--- config.mk ---
export PLATFORM = sky130hd
export DESIGN_NAME = alu_op_sequencer_flat
export DESIGN_NICKNAME = d
export VERILOG_FILES = /design/src/rtl/alu_op_sequencer_pkg.sv /design/src/rtl/alu_op_sequencer_if.sv /design/src/rtl/alu_op_sequencer_ref_model.sv /design/src/rtl/alu_op_sequencer.sv /design/src/flat_wrapper.sv
export SDC_FILE = /design/constraint.sdc
export NUM_CORES = 1
export LEC_CHECK = 0
export ABC_AREA = 0
export BUFFER_PORTS_ARGS = -buffer_cell sky130_fd_sc_hd__buf_2
export CAP_MARGIN = 20
export CORE_MARGIN = 8
export CORE_UTILIZATION = 30
export DETAILED_ROUTE_END_ITERATION = 10
export GPL_ROUTABILITY_DRIVEN = 0
export GPL_TIMING_DRIVEN = 0
export MAX_ROUTING_LAYER = met4
export PLACE_DENSITY_LB_ADDON = 0.15
export SETUP_SLACK_MARGIN = 0.1
export SKIP_CTS_REPAIR_TIMING = 1
export SLEW_MARGIN = 5
export SYNTH_ARGS = -nofsm -noshare
export SYNTH_HDL_FRONTEND = slang
export SYNTH_SLANG_ARGS = --single-unit
export TNS_END_PERCENT = 20
--- constraint.sdc ---
create_clock -name clk -period 4.5 [get_ports clk]
set_input_delay 0.9 -clock clk [delete_from_list [all_inputs] [get_ports clk]]
set_output_delay 0.9 -clock clk [all_outputs]
set_load 0.01 [all_outputs]
--- src/rtl/alu_op_sequencer_pkg.sv ---
// alu_seq_pkg: shared types and helpers for the ALU operand sequencer.
//   state_t  : sequencer FSM states
//   alu_op_t : 3-bit ALU operation encoding
//   cnt_w()  : counter width for a terminal count (at least 1 bit)
// Optional feature macro used elsewhere in this slice: ALU_SELFCHECK_EN
package alu_seq_pkg;

  localparam int unsigned BYTE_W = 8;
  localparam int unsigned OP_W   = 3;

  typedef enum logic [2:0] {
    IDLE    = 3'd0,
    LOAD_A  = 3'd1,
    LOAD_B  = 3'd2,
    WAIT_OP = 3'd3,
    EXEC    = 3'd4,
    CAPTURE = 3'd5
  } state_t;

  typedef enum logic [OP_W-1:0] {
    OP_AND = 3'b000,
    OP_OR  = 3'b001,
    OP_XOR = 3'b010,
    OP_NOR = 3'b011,
    OP_ADD = 3'b100,
    OP_SUB = 3'b101,
    OP_SLT = 3'b110,
    OP_SLL = 3'b111
  } alu_op_t;

  // Bits needed to hold values 0..n-1, never less than one.
  function automatic int unsigned cnt_w(input int unsigned n);
    return (n > 1) ? $clog2(n) : 1;
  endfunction

endpackage

--- src/rtl/alu_op_sequencer_if.sv ---
// alu_seq_if: byte-stream input, start/op control, ALU drive/capture and result display.
//   slave  : the sequencer side (consumes bytes, drives ALU operands, owns results)
//   master : the environment side (byte source, buttons, combinational ALU, display)
interface alu_seq_if #(
  parameter int unsigned DW = 32
);
  import alu_seq_pkg::*;

  logic [BYTE_W-1:0] in_data;
  logic              in_valid;
  logic              in_ready;
  logic [OP_W-1:0]   op_in;
  logic              start;
  logic [DW-1:0]     alu_a;
  logic [DW-1:0]     alu_b;
  logic [OP_W-1:0]   alu_op;
  logic [DW-1:0]     alu_f;
  logic              alu_of;
  logic              alu_zf;
  logic [DW-1:0]     res_f;
  logic              res_of;
  logic              res_zf;
  logic              done;
  logic              busy;

  modport slave (
    input  in_data, in_valid, op_in, start, alu_f, alu_of, alu_zf,
    output in_ready, alu_a, alu_b, alu_op, res_f, res_of, res_zf, done, busy
  );

  modport master (
    output in_data, in_valid, op_in, start, alu_f, alu_of, alu_zf,
    input  in_ready, alu_a, alu_b, alu_op, res_f, res_of, res_zf, done, busy
  );

endinterface

--- src/rtl/alu_op_sequencer_ref_model.sv ---
// alu_ref_model: combinational expected ALU result used for result self-checking.
//   i_a, i_b   : operands
//   i_op       : operation code (alu_op_t encoding)
//   o_f        : expected result
//   o_of       : expected overflow (meaningful only when o_of_vld)
//   o_of_vld   : overflow is defined for this op (ADD/SUB)
//   o_zf       : expected zero flag
module alu_ref_model
  import alu_seq_pkg::*;
#(
  parameter int unsigned DW = 32
) (
  input  logic [DW-1:0]   i_a,
  input  logic [DW-1:0]   i_b,
  input  logic [OP_W-1:0] i_op,
  output logic [DW-1:0]   o_f,
  output logic            o_of,
  output logic            o_of_vld,
  output logic            o_zf
);

  localparam int unsigned SHW = cnt_w(DW);

  // Reference function: result, then signed overflow for ADD/SUB only.
  always_comb begin
    o_f      = '0;
    o_of     = 1'b0;
    o_of_vld = 1'b0;
    case (alu_op_t'(i_op))
      OP_AND: o_f = i_a & i_b;
      OP_OR:  o_f = i_a | i_b;
      OP_XOR: o_f = i_a ^ i_b;
      OP_NOR: o_f = ~(i_a | i_b);
      OP_ADD: begin
        o_f      = i_a + i_b;
        o_of_vld = 1'b1;
        o_of     = (i_a[DW-1] == i_b[DW-1]) && (o_f[DW-1] != i_a[DW-1]);
      end
      OP_SUB: begin
        o_f      = i_a - i_b;
        o_of_vld = 1'b1;
        o_of     = (i_a[DW-1] != i_b[DW-1]) && (o_f[DW-1] != i_a[DW-1]);
      end
      OP_SLT: o_f = DW'($signed(i_a) < $signed(i_b));
      OP_SLL: o_f = i_b << i_a[SHW-1:0];
      default: o_f = '0;
    endcase
    o_zf = (o_f == '0);
  end

endmodule

--- src/rtl/alu_op_sequencer.sv ---
// alu_op_sequencer: assembles A/B from an LSB-first byte stream, drives the
// combinational ALU, waits SETTLE cycles, captures F/OF/ZF and holds them.
//   clk, rst   : clock, synchronous active-high reset
//   bus        : alu_seq_if.slave (byte stream, start/op, ALU drive/capture, results)
//   mismatch   : (ALU_SELFCHECK_EN only) captured result disagrees with reference
// Optional feature macro: ALU_SELFCHECK_EN
module alu_op_sequencer
  import alu_seq_pkg::*;
#(
  parameter int unsigned DW     = 32,
  parameter int unsigned SETTLE = 1
) (
  input  logic     clk,
  input  logic     rst,
  alu_seq_if.slave bus
`ifdef ALU_SELFCHECK_EN
  ,
  output logic     mismatch
`endif
);

  localparam int unsigned NB  = DW / BYTE_W;
  localparam int unsigned BCW = cnt_w(NB);
  localparam int unsigned SCW = cnt_w(SETTLE + 1);

  state_t             r_state;
  state_t             w_state_nxt;
  logic [BCW-1:0]     r_byte_cnt;
  logic [SCW-1:0]     r_settle;
  logic [DW-1:0]      r_alu_a;
  logic [DW-1:0]      r_alu_b;
  logic [OP_W-1:0]    r_alu_op;
  logic [DW-1:0]      r_res_f;
  logic               r_res_of;
  logic               r_res_zf;
  logic               r_done;
  logic               r_busy;
  logic               r_in_ready;

  logic               w_hs;
  logic               w_last_byte;
  logic               w_acc_a;
  logic               w_acc_b;
  logic               w_start_ok;
  logic               w_capture;

  assign w_hs        = bus.in_valid & r_in_ready;
  assign w_last_byte = (r_byte_cnt == BCW'(NB - 1));

  // State register.
  always_ff @(posedge clk) begin
    if (rst) r_state <= IDLE;
    else     r_state <= w_state_nxt;
  end

  // Next state and datapath strobes.
  always_comb begin
    w_state_nxt = r_state;
    w_acc_a     = 1'b0;
    w_acc_b     = 1'b0;
    w_start_ok  = 1'b0;
    w_capture   = 1'b0;
    case (r_state)
      // IDLE already consumes the first byte of A.
      IDLE, LOAD_A: begin
        if (w_hs) begin
          w_acc_a     = 1'b1;
          w_state_nxt = w_last_byte ? LOAD_B : LOAD_A;
        end
      end
      LOAD_B: begin
        if (w_hs) begin
          w_acc_b     = 1'b1;
          w_state_nxt = w_last_byte ? WAIT_OP : LOAD_B;
        end
      end
      WAIT_OP: begin
        if (bus.start) begin
          w_start_ok  = 1'b1;
          w_state_nxt = EXEC;
        end
      end
      EXEC: begin
        if (r_settle <= SCW'(1)) w_state_nxt = CAPTURE;
      end
      CAPTURE: begin
        w_capture   = 1'b1;
        w_state_nxt = IDLE;
      end
      default: w_state_nxt = IDLE;
    endcase
  end

  // Operand assembly, op latch, settle count, result capture, status flags.
  always_ff @(posedge clk) begin
    if (rst) begin
      r_byte_cnt <= '0;
      r_settle   <= '0;
      r_alu_a    <= '0;
      r_alu_b    <= '0;
      r_alu_op   <= '0;
      r_res_f    <= '0;
      r_res_of   <= 1'b0;
      r_res_zf   <= 1'b0;
      r_done     <= 1'b0;
      r_busy     <= 1'b0;
      r_in_ready <= 1'b1;
    end else begin
      if (w_acc_a) r_alu_a[{r_byte_cnt, 3'b000} +: BYTE_W] <= bus.in_data;
      if (w_acc_b) r_alu_b[{r_byte_cnt, 3'b000} +: BYTE_W] <= bus.in_data;
      if (w_acc_a || w_acc_b) r_byte_cnt <= w_last_byte ? '0 : r_byte_cnt + BCW'(1);

      if (w_start_ok) begin
        r_alu_op <= bus.op_in;
        r_settle <= SCW'(SETTLE);
      end else if (r_state == EXEC && r_settle != '0) begin
        r_settle <= r_settle - SCW'(1);
      end

      if (w_capture) begin
        r_res_f  <= bus.alu_f;
        r_res_of <= bus.alu_of;
        r_res_zf <= bus.alu_zf;
      end

      r_done     <= w_capture;
      r_busy     <= !(w_state_nxt == IDLE || w_state_nxt == WAIT_OP);
      r_in_ready <= (w_state_nxt == IDLE || w_state_nxt == LOAD_A || w_state_nxt == LOAD_B);
    end
  end

  assign bus.in_ready = r_in_ready;
  assign bus.alu_a    = r_alu_a;
  assign bus.alu_b    = r_alu_b;
  assign bus.alu_op   = r_alu_op;
  assign bus.res_f    = r_res_f;
  assign bus.res_of   = r_res_of;
  assign bus.res_zf   = r_res_zf;
  assign bus.done     = r_done;
  assign bus.busy     = r_busy;

`ifdef ALU_SELFCHECK_EN
  logic [DW-1:0] w_ref_f;
  logic          w_ref_of;
  logic          w_ref_of_vld;
  logic          w_ref_zf;
  logic          w_ref_mis;
  logic          r_mismatch;

  alu_ref_model #(.DW(DW)) u_ref (
    .i_a      (r_alu_a),
    .i_b      (r_alu_b),
    .i_op     (r_alu_op),
    .o_f      (w_ref_f),
    .o_of     (w_ref_of),
    .o_of_vld (w_ref_of_vld),
    .o_zf     (w_ref_zf)
  );

  // OF is undefined outside ADD/SUB, so it only participates there.
  assign w_ref_mis = (bus.alu_f != w_ref_f) || (bus.alu_zf != w_ref_zf) ||
                     (w_ref_of_vld && (bus.alu_of != w_ref_of));

  // Sticky until the next accepted start.
  always_ff @(posedge clk) begin
    if (rst)             r_mismatch <= 1'b0;
    else if (w_start_ok) r_mismatch <= 1'b0;
    else if (w_capture)  r_mismatch <= w_ref_mis;
  end

  assign mismatch = r_mismatch;
`endif

endmodule
--- src/flat_wrapper.sv ---
// flat-port wrapper written by rule: the top's interface ports become plain ports
module alu_op_sequencer_flat import alu_seq_pkg::*;
#(
  parameter int unsigned DW     = 32,
  parameter int unsigned SETTLE = 1
)
  (clk, rst, bus_in_data, bus_in_valid, bus_op_in, bus_start, bus_alu_f, bus_alu_of, bus_alu_zf, bus_in_ready, bus_alu_a, bus_alu_b, bus_alu_op, bus_res_f, bus_res_of, bus_res_zf, bus_done, bus_busy);
  alu_seq_if #(.DW(DW)) bus_i ();
  input  logic clk;
  input  logic rst;
  input wire logic [$bits(bus_i.in_data)-1:0] bus_in_data;
  input wire logic [$bits(bus_i.in_valid)-1:0] bus_in_valid;
  input wire logic [$bits(bus_i.op_in)-1:0] bus_op_in;
  input wire logic [$bits(bus_i.start)-1:0] bus_start;
  input wire logic [$bits(bus_i.alu_f)-1:0] bus_alu_f;
  input wire logic [$bits(bus_i.alu_of)-1:0] bus_alu_of;
  input wire logic [$bits(bus_i.alu_zf)-1:0] bus_alu_zf;
  output wire logic [$bits(bus_i.in_ready)-1:0] bus_in_ready;
  output wire logic [$bits(bus_i.alu_a)-1:0] bus_alu_a;
  output wire logic [$bits(bus_i.alu_b)-1:0] bus_alu_b;
  output wire logic [$bits(bus_i.alu_op)-1:0] bus_alu_op;
  output wire logic [$bits(bus_i.res_f)-1:0] bus_res_f;
  output wire logic [$bits(bus_i.res_of)-1:0] bus_res_of;
  output wire logic [$bits(bus_i.res_zf)-1:0] bus_res_zf;
  output wire logic [$bits(bus_i.done)-1:0] bus_done;
  output wire logic [$bits(bus_i.busy)-1:0] bus_busy;
  assign bus_i.in_data = bus_in_data;
  assign bus_i.in_valid = bus_in_valid;
  assign bus_i.op_in = bus_op_in;
  assign bus_i.start = bus_start;
  assign bus_i.alu_f = bus_alu_f;
  assign bus_i.alu_of = bus_alu_of;
  assign bus_i.alu_zf = bus_alu_zf;
  assign bus_in_ready = bus_i.in_ready;
  assign bus_alu_a = bus_i.alu_a;
  assign bus_alu_b = bus_i.alu_b;
  assign bus_alu_op = bus_i.alu_op;
  assign bus_res_f = bus_i.res_f;
  assign bus_res_of = bus_i.res_of;
  assign bus_res_zf = bus_i.res_zf;
  assign bus_done = bus_i.done;
  assign bus_busy = bus_i.busy;
  alu_op_sequencer #(.DW(DW), .SETTLE(SETTLE)) u_core (.clk(clk), .rst(rst), .bus(bus_i));
endmodule
==> reports/metrics.cfg <==
[run_status]
outcome=finished clean

[detailed_routing]
antenna_left=0
drt-pass1-iter-count=4
avgRoutedWirePerCell_microns=15.4
wirelength_mm=13.0
drtIter0Drc=229
vias=3955
viasPerCell=4.68
drc=0

[floorplanning]
core_sq_um=13700
dieHeight_microns=134
io_pins=153
dieArea_sq_um=17900
initial_utilization_pct=30.3
fp.dieW_microns=134
num_rows=43

[grt]
grt_pass1_wl_mm=20.6
grt_pass1_vias=3996
grt_usage_pct=14.9
antenna_found_initial=0
grt_max_degree=16
gr-total-overflow=0

[timing]
tns_ns=0
fin_crit_ns=2.20
rsz0062_at_grt=false
worst_pin_slew_ns=0.839
hold_violations=0
setup_viol=0
fmaxAchievable_ghz=0.455
slew_headroom_pct=43.6
drv_slew=0
skew_ns=0.00964
min_period_over_period_pct=48.8

[yosys]
synth_area_sq_um=4150
synth_cell_type_count=38
ys_warn_count=0
synthesis.nets=561
synthTopCellsByArea=dfxtp_1 53%, nand2_1 13%, a21oi_1 10%
synth-seq-area-share_pct=52.5
async_flop_share_pct=0
synth_top_area_share_pct=52.5
ys_ff_latch=109
syn_area_per_cell_sq_um=8.18
synthFlopType=dfxtp_1
synth_edf_count=0
yosys.area.top_type=dfxtp_1
yosys.cell_count.top_type=nand2_1
postSynthCellCount=508
synth_common_cells=140 x nand2_1, 109 x dfxtp_1, 87 x a21oi_1

[place]
portBuffers=143
place_area_sq_um=5090
dp_hpwl_mm=9.77

[power]
power_mw=1.83
p_leak_nw=2.26
power_density_nw_per_um2=342
irDropWorstVdd_mv=0.137

[worst_setup_path]
endpoint_kind=flip-flop
path_max_fanout=10
crit_path_start_kind=flip-flop
crit_type=reg2reg
critPathArrivalTime_ns=2.48
slowest_delay_ns=0.46
critPathTopFamily=simple AND/OR/NAND/NOR gates
path_cells=inv_1 > ha_1 > nor3b_2 > buf_2 > nand2_1 > or2_2 > a21oi_1
crit_slowest_cell=dfxtp_1
required_ns=4.78
path_buf_inv=2

[finish]
final_net_count=715
antenna_cells=0
synthToLayoutAreaGrowth_pct=29.1
num-fill-cells=1487
drive_gt1_share_pct=30.5
finish.utilization_pct=39.1
fin_area_sq_um=5360

[clocking]
cts_htree_levels=3
clk_pin_slew_ns=0.07
cts_root_buf=clkbuf_16
clock-sinks=109
cts_tree=yes
clkLatencyLatePin_ns=0.35
max-clock-path-buffers=2
cts_buffers=9

[hold_path]
hold_path.class=reg2reg

[job]
cap_viol_max_count=0

-- cells by family after synthesis --
group                    share of synthesized area, %
AND/OR/NAND/NOR                                  26.1
AO/OA/AOI/OAI                                    14.5
flip-flops                                       52.5
buffers and inverters                            4.97
adder cells (fa/ha/maj)                          1.20
multiplexers                                    0.723
-- through the flow --
step                std cells  hold slack (ns)  setup slack, ns
finish                    845            0.451             2.30
global route              845            0.470             2.08
CTS                       845            0.453             2.26
detailed placement        831            0.444             2.03
global placement          831            0.440             2.08
floorplan                 508            0.469             2.33
-- per-layer routing --
layer / share of wire [%] / vias up / routed length, microns / track usage [%]
li1: - / 2003 / - / -
met1: 47 / 1810 / 6190 / 18.5
met2: 45 / 131 / 5870 / 22.6
met3: 6.6 / 11 / 858 / 4.03
met4: 0.84 / 0 / 110 / 5.61
met5: 0 / - / 0 / -
-- path summary, 6_finish.rpt --
kind	startpoint	to	slack, ns	cells past startpoint
setup / recovery	u_core.r_byte_cnt[0]$_SDFFE_PP0P_	u_core.bus.alu_b[23]$_SDFFE_PP0P_	2.30	7
setup reg to reg	u_core.r_byte_cnt[0]$_SDFFE_PP0P_	u_core.bus.alu_b[23]$_SDFFE_PP0P_	2.30	7
hold / removal	u_core.bus.res_f[0]$_SDFFE_PP0P_	u_core.bus.res_f[0]$_SDFFE_PP0P_	0.45	2
hold reg to reg	u_core.bus.res_f[0]$_SDFFE_PP0P_	u_core.bus.res_f[0]$_SDFFE_PP0P_	0.45	2
-- where the power goes --
part | switching [mW] | internal [mW]
clock | 0.336 | 0.398
sequential | 0.00539 | 0.973
combinational | 0.0773 | 0.0416
total | 0.419 | 1.41
-- registers in the layout, indices dropped and copies added (netlist names) --
register and flops:
u_core.bus.alu_a 32, u_core.bus.in_ready 1, u_core.bus.alu_b 32, u_core.bus.alu_op 3, u_core.bus.done 1, u_core.bus.busy 1, u_core.r_state 3, u_core.r_byte_cnt 2
u_core.bus.res_of 1, u_core.bus.res_zf 1, u_core.bus.res_f 32
-- worst register-to-register path: cells and delay by family, from the launching register on --
family / cells / cell delay (ns)
and+or+nand+nor: 3 / 0.76
buffers and inverters: 2 / 0.42
AOI/OAI and AO/OA: 1 / 0.11
adders and majority gates: 1 / 0.38
DFF: 1 / 0.46
-- placed cells by master (no fill, tap or decap), types with 2 or more instances in the layout --
cell type and n:
nand2_1 140, clkbuf_8 2, a22oi_1 16, clkbuf_2 7
or2_2 17, ha_1 4, and3b_1 2, nor2_1 22
dfxtp_1 109, a21oi_1 87, clkbuf_16 9, or3_1 2
buf_6 2, clkbuf_1 24, and2_1 2, mux2i_1 3
clkinv_2 2, buf_2 154, inv_1 2, nand3_1 38
-- final cells by class --
| class | count | area [sq um] | share of cell area [%] |
|---|---|---|---|
| inverters | 2 | 7.51 | 0.140 |
| repair buffers | 143 | 716 | 13.3 |
| clock buffers | 12 | 256 | 4.78 |
| plain buffers | 43 | 199 | 3.71 |
| flip-flops and latches | 109 | 2180 | 40.7 |
| clock inverters | 2 | 10.0 | 0.187 |
| well taps | 180 | 225 | 4.20 |
| multi-input cells | 354 | 1770 | 32.9 |
Note: power is estimated with default switching activity, not from simulation.
